### src/rtl/traffic_pkg.sv
`default_nettype none
// ============================================================================
// Module      : traffic_pkg
// Description : Shared phase/state types, light indices and phase light masks
//               for the intersection sequencer.
// Revision    : 1.0 - initial release
// ============================================================================
package traffic_pkg;

    typedef enum logic [1:0] {
        STRAIGHT = 2'd0,
        TURN     = 2'd1,
        PED      = 2'd2
    } phase_t;

    typedef enum logic [2:0] {
        ALLRED = 3'd0,
        GO     = 3'd1,
        HOLD   = 3'd2,
        STOP   = 3'd3,
        FAULT  = 3'd4
    } sched_state_t;

    localparam int LIGHT_UP   = 0;
    localparam int LIGHT_DOWN = 1;
    localparam int LIGHT_TURN = 2;
    localparam int LIGHT_PED  = 3;

    localparam logic [3:0] MASK_STRAIGHT = 4'((1 << LIGHT_UP) | (1 << LIGHT_DOWN));
    localparam logic [3:0] MASK_TURN     = 4'((1 << LIGHT_UP) | (1 << LIGHT_TURN));
    localparam logic [3:0] MASK_PED      = 4'(1 << LIGHT_PED);

    function automatic logic [3:0] phase_mask(input phase_t p);
        case (p)
            STRAIGHT: return MASK_STRAIGHT;
            TURN:     return MASK_TURN;
            PED:      return MASK_PED;
            default:  return 4'b0000;
        endcase
    endfunction

    // TURN always hands back to STRAIGHT so the down light cannot starve.
    function automatic phase_t next_phase(input phase_t cur, input logic ped, input logic turn);
        case (cur)
            STRAIGHT: return ped ? PED : (turn ? TURN : STRAIGHT);
            PED:      return turn ? TURN : STRAIGHT;
            default:  return STRAIGHT;
        endcase
    endfunction

endpackage
`default_nettype wire

### src/rtl/request_latch.sv
`default_nettype none
// ============================================================================
// Module      : request_latch
// Description : Sticky request flop; set wins over clear, inhibit freezes it.
// Revision    : 1.0 - initial release
// ============================================================================
module request_latch (
    input  logic clock,
    input  logic reset_n,
    input  logic i_set,
    input  logic i_clear,
    input  logic i_inhibit,
    output logic o_pending
);

    logic r_pending;

    always_ff @(posedge clock or negedge reset_n) begin
        if (!reset_n) begin
            r_pending <= 1'b0;
        end else if (!i_inhibit) begin
            if (i_set) begin
                r_pending <= 1'b1;
            end else if (i_clear) begin
                r_pending <= 1'b0;
            end
        end
    end

    assign o_pending = r_pending;

endmodule
`default_nettype wire

### src/rtl/intersection_phase_scheduler.sv
`default_nettype none
// ============================================================================
// Module      : intersection_phase_scheduler
// Description : Rotating phase sequencer using light green/red status as a
//               handshake before commanding the next phase.
// Revision    : 1.0 - initial release
// ============================================================================
module intersection_phase_scheduler
    import traffic_pkg::*;
#(
    parameter int GREEN_TIME  = 4,
    parameter int ALLRED_TIME = 1,
    parameter int WAIT_MAX    = 8,
    parameter int CNT_W       = 4
) (
    input  logic       clock,
    input  logic       reset_n,
    input  logic       pedestrian_button,
    input  logic       turn_sensor,
    input  logic [3:0] light_green,
    input  logic [3:0] light_red,
    output logic [3:0] light_go,
    output logic [1:0] phase,
    output logic       hold_active,
    output logic       fault
);

    localparam logic [CNT_W-1:0] c_allred_last = CNT_W'(ALLRED_TIME - 1);
    localparam logic [CNT_W-1:0] c_green_last  = CNT_W'(GREEN_TIME - 1);
    localparam logic [CNT_W-1:0] c_wait_last   = CNT_W'(WAIT_MAX - 1);
    localparam logic [CNT_W-1:0] c_one         = CNT_W'(1);

    sched_state_t     r_state, w_state_next;
    phase_t           r_phase, w_phase_next;
    logic [CNT_W-1:0] r_cnt, w_cnt_next;
    logic [3:0]       r_go, w_go_next;
    logic             r_hold, w_hold_next;
    logic             r_fault, w_fault_next;
    logic [3:0]       w_mask;
    logic             w_ped_pend, w_turn_pend;
    logic             w_enter_hold;

    assign w_mask       = phase_mask(r_phase);
    assign w_enter_hold = (r_state == GO) && (w_state_next == HOLD);

    request_latch u_ped_latch (
        .clock     (clock),
        .reset_n   (reset_n),
        .i_set     (pedestrian_button),
        .i_clear   (w_enter_hold && (r_phase == PED)),
        .i_inhibit ((r_state == HOLD) && (r_phase == PED)),
        .o_pending (w_ped_pend)
    );

    request_latch u_turn_latch (
        .clock     (clock),
        .reset_n   (reset_n),
        .i_set     (turn_sensor),
        .i_clear   (w_enter_hold && (r_phase == TURN)),
        .i_inhibit ((r_state == HOLD) && (r_phase == TURN)),
        .o_pending (w_turn_pend)
    );

    always_ff @(posedge clock or negedge reset_n) begin
        if (!reset_n) begin
            r_state <= ALLRED;
            r_phase <= STRAIGHT;
            r_cnt   <= '0;
            r_go    <= 4'b0000;
            r_hold  <= 1'b0;
            r_fault <= 1'b0;
        end else begin
            r_state <= w_state_next;
            r_phase <= w_phase_next;
            r_cnt   <= w_cnt_next;
            r_go    <= w_go_next;
            r_hold  <= w_hold_next;
            r_fault <= w_fault_next;
        end
    end

    // Compares stop one short of the limit so the counter never exceeds it.
    always_comb begin
        w_state_next = r_state;
        w_phase_next = r_phase;
        w_cnt_next   = r_cnt;
        case (r_state)
            ALLRED: begin
                if (light_red == 4'b1111) begin
                    if (r_cnt == c_allred_last) begin
                        w_state_next = GO;
                        w_cnt_next   = '0;
                    end else begin
                        w_cnt_next = r_cnt + c_one;
                    end
                end else begin
                    w_cnt_next = '0;
                end
            end
            GO: begin
                if ((light_green & w_mask) == w_mask) begin
                    w_state_next = HOLD;
                    w_cnt_next   = '0;
                end else if (r_cnt == c_wait_last) begin
                    w_state_next = FAULT;
                    w_cnt_next   = '0;
                end else begin
                    w_cnt_next = r_cnt + c_one;
                end
            end
            HOLD: begin
                if (r_cnt == c_green_last) begin
                    w_state_next = STOP;
                    w_cnt_next   = '0;
                end else begin
                    w_cnt_next = r_cnt + c_one;
                end
            end
            STOP: begin
                if ((light_red & w_mask) == w_mask) begin
                    w_state_next = ALLRED;
                    w_phase_next = next_phase(r_phase, w_ped_pend, w_turn_pend);
                    w_cnt_next   = '0;
                end else if (r_cnt == c_wait_last) begin
                    w_state_next = FAULT;
                    w_cnt_next   = '0;
                end else begin
                    w_cnt_next = r_cnt + c_one;
                end
            end
            FAULT: begin
                w_state_next = FAULT;
            end
            default: begin
                w_state_next = FAULT;
                w_cnt_next   = '0;
            end
        endcase
    end

    // Outputs are decoded from the next state and registered, so they only
    // move on a transition and never glitch between phases.
    always_comb begin
        w_go_next    = 4'b0000;
        w_hold_next  = 1'b0;
        w_fault_next = 1'b0;
        case (w_state_next)
            GO:      w_go_next = phase_mask(w_phase_next);
            HOLD: begin
                w_go_next   = phase_mask(w_phase_next);
                w_hold_next = 1'b1;
            end
            FAULT:   w_fault_next = 1'b1;
            default: w_go_next = 4'b0000;
        endcase
    end

    assign light_go    = r_go;
    assign phase       = r_phase;
    assign hold_active = r_hold;
    assign fault       = r_fault;

endmodule
`default_nettype wire

### config.mk
export PLATFORM = sky130hd
export DESIGN_NAME = intersection_phase_scheduler
export DESIGN_NICKNAME = d
export VERILOG_FILES = /design/src/rtl/traffic_pkg.sv /design/src/rtl/request_latch.sv /design/src/rtl/intersection_phase_scheduler.sv
export SDC_FILE = /design/constraint.sdc
export NUM_CORES = 1
export LEC_CHECK = 0
export CAP_MARGIN = 10
export CORE_UTILIZATION = 54
export DETAILED_ROUTE_END_ITERATION = 7
export GPL_ROUTABILITY_DRIVEN = 0
export PLACE_DENSITY = 0.8
export SLEW_MARGIN = 20
export SYNTH_ARGS = -nofsm -noshare
export SYNTH_HDL_FRONTEND = slang
export SYNTH_SLANG_ARGS = --single-unit
### constraint.sdc
create_clock -name clock -period 3.62 [get_ports clock]
set_input_delay 0.724 -clock clock [delete_from_list [all_inputs] [get_ports clock]]
set_output_delay 0.724 -clock clock [all_outputs]
set_load 0.05 [all_outputs]
==> out/results.txt, run 1 <==
Setup repair after global routing left no endpoint under its margin. The logic depth of the worst setup path including buffers was 1; the initial antenna violation count was 0. 0 antenna diodes ended up in the layout. The tools report the number of inserted filler cells in the final layout as 147. The number of nets handed over by synthesis was 120. Cell class contributing the biggest share of worst-path delay: buffers and inverters. The startpoint of the lowest-slack hold path is u_turn_latch.o_pending.

At the later pin of the worst-skew pair, clock insertion delay measures 0.28 ns. The chip height was 45.24 um; the number of distinct library cell variants in the gate-level netlist after synthesis was 43. The number of primary I/O pins was 20.

The post-route DRC violation count was 0; the count of flip-flops with a built-in enable after synthesis was 0. Walking the worst path, the cells encountered are clkdlybuf4s50_1. The synthesized design spends more area on one cell type than any other, namely dfrtp_1. The die covers 2047 sq um.

The tools report the end of the worst register-to-register path as light_go[2]. The share of the cycle needed by the critical path after routing is 69.89%, and the number of buffer and inverter instances along the worst setup path is 1. The half-perimeter wire length of the detailed placement result is 1600 um, and the deepest clock path buffer count is 2.

The worst register-to-register path has a setup slack of 1.51 ns. The global-route wire length before repair was 3491 um; the final-layout setup total negative slack was 0 ns. The deepest level of the CTS H-tree came out at 1. Cell depth of the worst flop-to-flop path: 5. The via count of the first global-routing pass is 814. The worst-case IR drop observed on VDD is 0.2018 mV. The number of clock sinks was 17; the placement row count was 15.

By startpoint and endpoint, the worst setup path is classified as reg -> out. The cell area after synthesis came out at 1010 sq um. The number of detailed-route iterations in the first pass is 4. The share of layout cells above drive strength 1 works out to 9.449%. After synthesis, the largest area contributor takes up 42.13% of total cell area.

The routed length per placed instance was 13.72 um. The worst setup path is captured at a primary output. The startpoint identified for the worst register-to-register timing path is phase[0]. The end point of the worst hold path is u_turn_latch.o_pending.

The number of antenna-violating nets in the routed design was 0; the synthesis-to-finish area growth was 22.68%. The largest single stage delay on the critical path is 0.90 ns. For the placeable core area, the log shows 1745 sq um. The run finished with clean final reports. For this design the ratio of total power to cell area is 248.6 nW/um^2. The number of nets in the layout is 142. Yosys printed 0 warnings. In this run the static leakage power is 0.5066 nW.

Buffers added to address setup during post-CTS repair amount to 0. The routed design could run at a clock period as short as 2.530 ns. At the pin with the least slew margin, the transition time is 0.7490 ns.

STA classifies the critical path startpoint as a flop. In the synthesized netlist, the cells that appear most often are dfrtp_1, nand2_1, nor2_1. After clock tree synthesis, the clock-pin slew on the worst setup and hold paths is 0.08 ns. Across all layers, the routed design uses 867 vias. In this run the tool buffered the top-level ports with 19 buffer cells.

By area the synthesized netlist is led by dfrtp_1, nand2_1, nor2_1, o21ai_0, a2111oi_4. The final count of hold timing violations was 0. The count of maximum capacitance violations is 0, and the number of cells on the worst hold path is 2. The first routing iteration left 29 violations. Along the worst path, the maximum fanout reaches 16. For the final wirelength, the log shows 2085 um. STA puts the critical path data arrival time at 1.81 ns. For this run, the share of the core covered by cells in the final layout is 70.97%. Counting flops and latches in the post-synthesis netlist gives 17. The root buffer cell chosen for the clock tree is clkbuf_4. For the final-report setup violation count, the log shows 0. The chip width was 45.24 um; the count of final max-slew check failures was 0. The tools report the starting density of the core as 57.85%. Each instance of the synthesized netlist takes up on average 9.526 sq um. Once the clock tree was built, the resizer swapped 0 gates to a different size. In the routed layout, each cell is associated on average with a via count of 5.704. The share of the Yosys chip area taken by registers is 42.13%. For the overall routing resource usage, the log shows 24.22%. The dominant register cell in the synthesized netlist was dfrtp_1. For the total grt overflow, the log shows 0. The tools report the worst path required time as 2.90 ns. Buffers inserted to repair hold after CTS numbered 0.

Counting flops with an async set or reset pin after synthesis yields a share of 100.0%. Synthesis handed over a netlist of 106 instances. Measured against its own limit, the worst slew margin works out to 49.91%. dfrtp_1 is the most common cell in the netlist.

The clock skew after layout is 0.01213 ns. Entering global routing, the biggest net connects 18 pins. The worst hold path belongs to the class reg -> reg. The highest-delay cell along the critical path was clkdlybuf4s50_1. TritonCTS built the clock tree. The number of buffers created by CTS was 3; the achievable clock frequency was 395.2 MHz.
kinds of logic (layout without fill, tap and decap cells):
family / count (synthesis) / count (layout) / synth area share [%]
AO/OA/AOI/OAI: 26 / 26 / 19.70
XOR/XNOR: 1 / 1 / 0.8676
adder cells (fa/ha/maj): 2 / 2 / 2.478
buffers and inverters: 9 / 30 / 4.462
multiplexers: 1 / 1 / 1.115
flip-flops: 17 / 17 / 42.13
AND/OR/NAND/NOR: 50 / 50 / 29.24
flip-flops by register name, summed over array words and instances, names as in the netlist:
signal / flops
fault: 1
hold_active: 1
light_go: 4
phase: 2
r_cnt: 4
r_state: 3
u_ped_latch.o_pending: 1
u_turn_latch.o_pending: 1
worst max path at each step:
stage                       startpoint  slack [ns]     endpoint
after global routing          phase[0]        1.01     phase[0]
after floorplan               phase[0]        1.62  light_go[3]
final                         phase[0]        1.09     phase[0]
after detailed placement  light_red[0]        0.96  light_go[2]
after global placement    light_red[0]        1.01  light_go[3]
after CTS                     phase[0]        1.08     phase[0]
report_power, final:
part	internal (mW)	switching [mW]	total [mW]
sequential	0.190	0.0000000000000000203	0.190
combinational	0.0129	0.00946	0.0224
clock	0.0427	0.0531	0.0959
metrics by stage:
| step | area, sq um | power, mW | instances | hold WS [ns] | worst slack [ns] |
|---|---|---|---|---|---|
| after floorplan | 1010 | 0.1983 | 106 | 0.4284 | 1.621 |
| after global placement | 1212 | 0.2157 | 148 | 0.4903 | 1.010 |
| after detailed placement | 1212 | 0.2162 | 148 | 0.4915 | 0.9626 |
| after CTS | 1239 | 0.3127 | 152 | 0.5135 | 1.085 |
| after global routing | 1239 | 0.3243 | 152 | 0.5669 | 1.005 |
| final | 1239 | 0.3079 | 152 | 0.5038 | 1.090 |
cells in the final DEF (no fill, tap or decap), drive strengths merged, types with 2 or more instances in the layout:
cell type | netlist | final
clkbuf | 0 | 4
nand3 | 5 | 5
a21oi | 2 | 2
nor2 | 10 | 10
nand2 | 11 | 11
dfrtp | 17 | 17
o21ai | 9 | 9
clkdlybuf4s50 | 0 | 19
a32o | 2 | 2
ha | 2 | 2
nor4 | 2 | 2
nor3 | 4 | 4
and2 | 2 | 2
nand2b | 3 | 3
o22ai | 2 | 2
inv | 7 | 7
a31oi | 2 | 2
nor3b | 2 | 2
and3 | 3 | 3
final cells by class:
class	count	area [sq um]	share of cell area, %
multi-input combinational	80	539.3	43.54
sequential	17	425.4	34.34
timing repair buffer	19	190.2	15.35
tap	25	31.28	2.525
clock buffer	4	26.28	2.121
inverter	7	26.28	2.121
worst register-to-register path, stage by stage, from the launching register on:
cell	delay [ns]
dfrtp_1	0.63
and4bb_1	0.30
o31ai_1	0.32
nand4_1	0.27
a31oi_2	0.34
nor3b_1	0.10
routing by layer:
metal | part of all wire (%) | track usage [%] | up-vias
li1 | - | - | 428
met1 | 47 | 33.08 | 413
met2 | 47 | 38.84 | 24
met3 | 5.1 | 4.800 | 2
met4 | 0.72 | 7.273 | 0
met5 | 0 | 0 | -
No activity file was read; power rests on OpenSTA's default activity.
==> inputs of run 2 (changes only) <==
--- a/config.mk
+++ b/config.mk
@@ -6,10 +6,10 @@
 export NUM_CORES = 1
 export LEC_CHECK = 0
 export CAP_MARGIN = 10
-export CORE_UTILIZATION = 54
+export CORE_UTILIZATION = 50
 export DETAILED_ROUTE_END_ITERATION = 7
 export GPL_ROUTABILITY_DRIVEN = 0
-export PLACE_DENSITY = 0.8
+export PLACE_DENSITY = 0.75
 export SLEW_MARGIN = 20
 export SYNTH_ARGS = -nofsm -noshare
 export SYNTH_HDL_FRONTEND = slang
==> constraint.sdc (replaced) <==
create_clock -name clock -period 2.6 [get_ports clock]
set_input_delay 0.52 -clock clock [delete_from_list [all_inputs] [get_ports clock]]
set_output_delay 0.52 -clock clock [all_outputs]
set_load 0.05 [all_outputs]
==> run 2 against run 1 <==
Utilization down 1.8 points. Final area increased by 0.61%. Clock-buffer cell count unchanged. Routed wire length rose by 4.4%. Hold slack better by 0.014 ns. Worst setup slack got worse by 0.85 ns. Clock power is 46% higher. Sequential share of layout area shrank 0.21 points. Global-route usage shrank 0.91 points. Register-to-register slack worse by 1.0 ns. Critical path type unchanged.
==> out/results.txt, run 2 (synthesis gave the netlist of run 1 again) <==
The run finished with clean final reports. The clock drives 17 sinks. Data on the critical path is required at its endpoint by 2.08 ns.

The via count of the first global-routing pass is 839, and the power per unit of standard cell area is 349.7 nW/um^2. In the layout the commonest cells are clkdlybuf4s50_1, dfrtp_1, nand2_1. Pin placement for this block handled 20 I/O pins. For this design, the slowest cell found on the critical path is clkdlybuf4s50_1. The cell class contributing the biggest share of worst-path delay is buffers and inverters. The area occupied by registers is 425.4 sq um, and the clock skew after layout is 0.002321 ns. For the count of maximum capacitance violations, the log shows 0. The root buffer cell was clkbuf_4. From synthesis to final layout, the design area changed by 23.42%. Fill cells in the final layout number 153.

For this run, the slowest stage of the critical path takes 0.90 ns. In this run the worst path has a maximum fanout of 16. The number of buffer and inverter instances along the worst setup path came out at 1.

The net count of the finished layout is 143. The deepest level of the CTS H-tree came out at 1. In the final routed layout, each cell accounts on average for 14.23 um. For the total grt overflow, the log shows 0. The finished cells cover 1246 sq um. The leakage power came out at 0.5120 nW. The path class of the tightest hold or removal check is reg -> reg.

Walking the worst path, the cells encountered are clkdlybuf4s50_1. The overall routing resource usage was 23.31%. Once placement finished, the instance area stood at 1220 sq um.

The count of instances resized after the clock tree is built was 0. In this run the standard cell core region covers 1802 sq um. Leaving out fill and tap cells, the most frequent cell in the layout is clkdlybuf4s50_1.

The via-per-instance ratio is 5.915. Startpoint-to-endpoint class of the critical path: reg -> out. The number of port buffers was 19; the deepest clock path buffer count was 2. The slew at the pin with the worst max-slew slack came out at 0.7611 ns. The final-layout setup total negative slack was 0 ns; the via count of the routed design was 905. The number of antenna-violating nets in the routed design is 0. Once detailed placement completed, the half-perimeter wirelength came to 1685 um.

Starting density of the core: 56.04%. The die covers 2203 sq um. The footprint of the multi-input gates is 539.3 sq um. The number of DRC violations after detailed-routing iteration 0 was 24. Share of layout cells above drive strength 1: 10.16%.

The first global-routing pass estimated 3484 um of wire. Entering global routing, the biggest net connects 18 pins. For the hold buffer count at cts, the log shows 0.

Setup violations remaining at the end of the flow were counted as 0. Setup repair after global routing left no endpoint under its margin. The run gives 0 as the post-CTS setup buffer count. The run gives 0 as the count of final max-slew check failures. The logs give 0 for the final count of hold timing violations and 0.4358 mW for the overall power. The first detailed-routing pass ran for 4 iterations. After floorplanning, the core was divided into 15 placement rows. In this run the horizontal extent of the chip is 46.94 um. TritonCTS built the clock tree. The share of the cycle needed by the critical path after routing is 90.84%, and the achievable clock frequency is 423.4 MHz. The clock reaches the later pin of the worst-skew pair after 0.29 ns. The highest ir drop seen on vdd is 0.3286 mV, and the initial antenna violation count is 0. STA classifies the critical path startpoint as a flop. After layout, the minimum clock period comes to 2.362 ns. The relative slew slack was 49.10%; the clock slew at the register clock pins of the worst setup and hold paths was 0.10 ns. Number of buffers created by CTS: 3. In the routed design, unresolved DRC markers number 0. Wires add up to 2177 um.

The worst setup path is captured at a primary output. The number of antenna diodes in the final layout is 0. The run gives 0.5177 ns as the tightest hold margin.

The chip height is 46.94 um. STA puts the critical path data arrival time at 1.84 ns.
==> run 2: final timing paths <==
kind                                         from                     end  slack, ns  cells after the start
max                                      phase[0]                phase[0]       0.24                      1
min                        u_turn_latch.o_pending  u_turn_latch.o_pending       0.52                      2
max reg2reg                              phase[0]             light_go[3]       0.48                      5
min reg2reg                u_turn_latch.o_pending  u_turn_latch.o_pending       0.52                      2
max in group asynchronous                 reset_n                r_cnt[1]       1.45                      1
min in group asynchronous                 reset_n   u_ped_latch.o_pending       0.67                      1
==> run 2: final cells by class <==
| class | count | share of cell area [%] |
|---|---|---|
| Clock buffer | 4 | 2.108 |
| Inverter | 7 | 2.108 |
| Multi-Input combinational cell | 80 | 43.27 |
| Sequential cell | 17 | 34.14 |
| Tap cell | 25 | 2.510 |
| Timing Repair Buffer | 20 | 15.86 |
==> run 2: through the flow <==
stage          worst slack [ns]  instances  util, %
5_1_grt                  0.1448        153    69.17
2_1_floorplan            0.6008        106        -
4_1_cts                  0.2376        153    69.17
3_5_place_dp             0.1090        149    67.71
3_3_place_gp             0.1954        149    67.71
6_report                 0.2382        153    69.17
==> run 2: tightest hold or removal path: stages (launching register included) <==
cell and delay (ns):
dfrtp_1 0.36, o21ai_0 0.08, nand2_1 0.05
==> run 2: per-layer routing <==
| metal | global-route usage, % | vias up | share of wire, % |
|---|---|---|---|
| met5 | 0 | - | 0 |
| met4 | 13.14 | 0 | 2.7 |
| met3 | 3.462 | 6 | 4.4 |
| met2 | 38.61 | 30 | 47 |
| met1 | 29.10 | 438 | 45 |
| li1 | - | 431 | - |
==> run 2: power breakdown <==
group	switching (mW)	internal, mW	total (mW)
combinational	0.0133	0.0179	0.0313
clock	0.0807	0.0596	0.140
sequential	0.0000000000000000365	0.264	0.264
total	0.0940	0.342	0.436
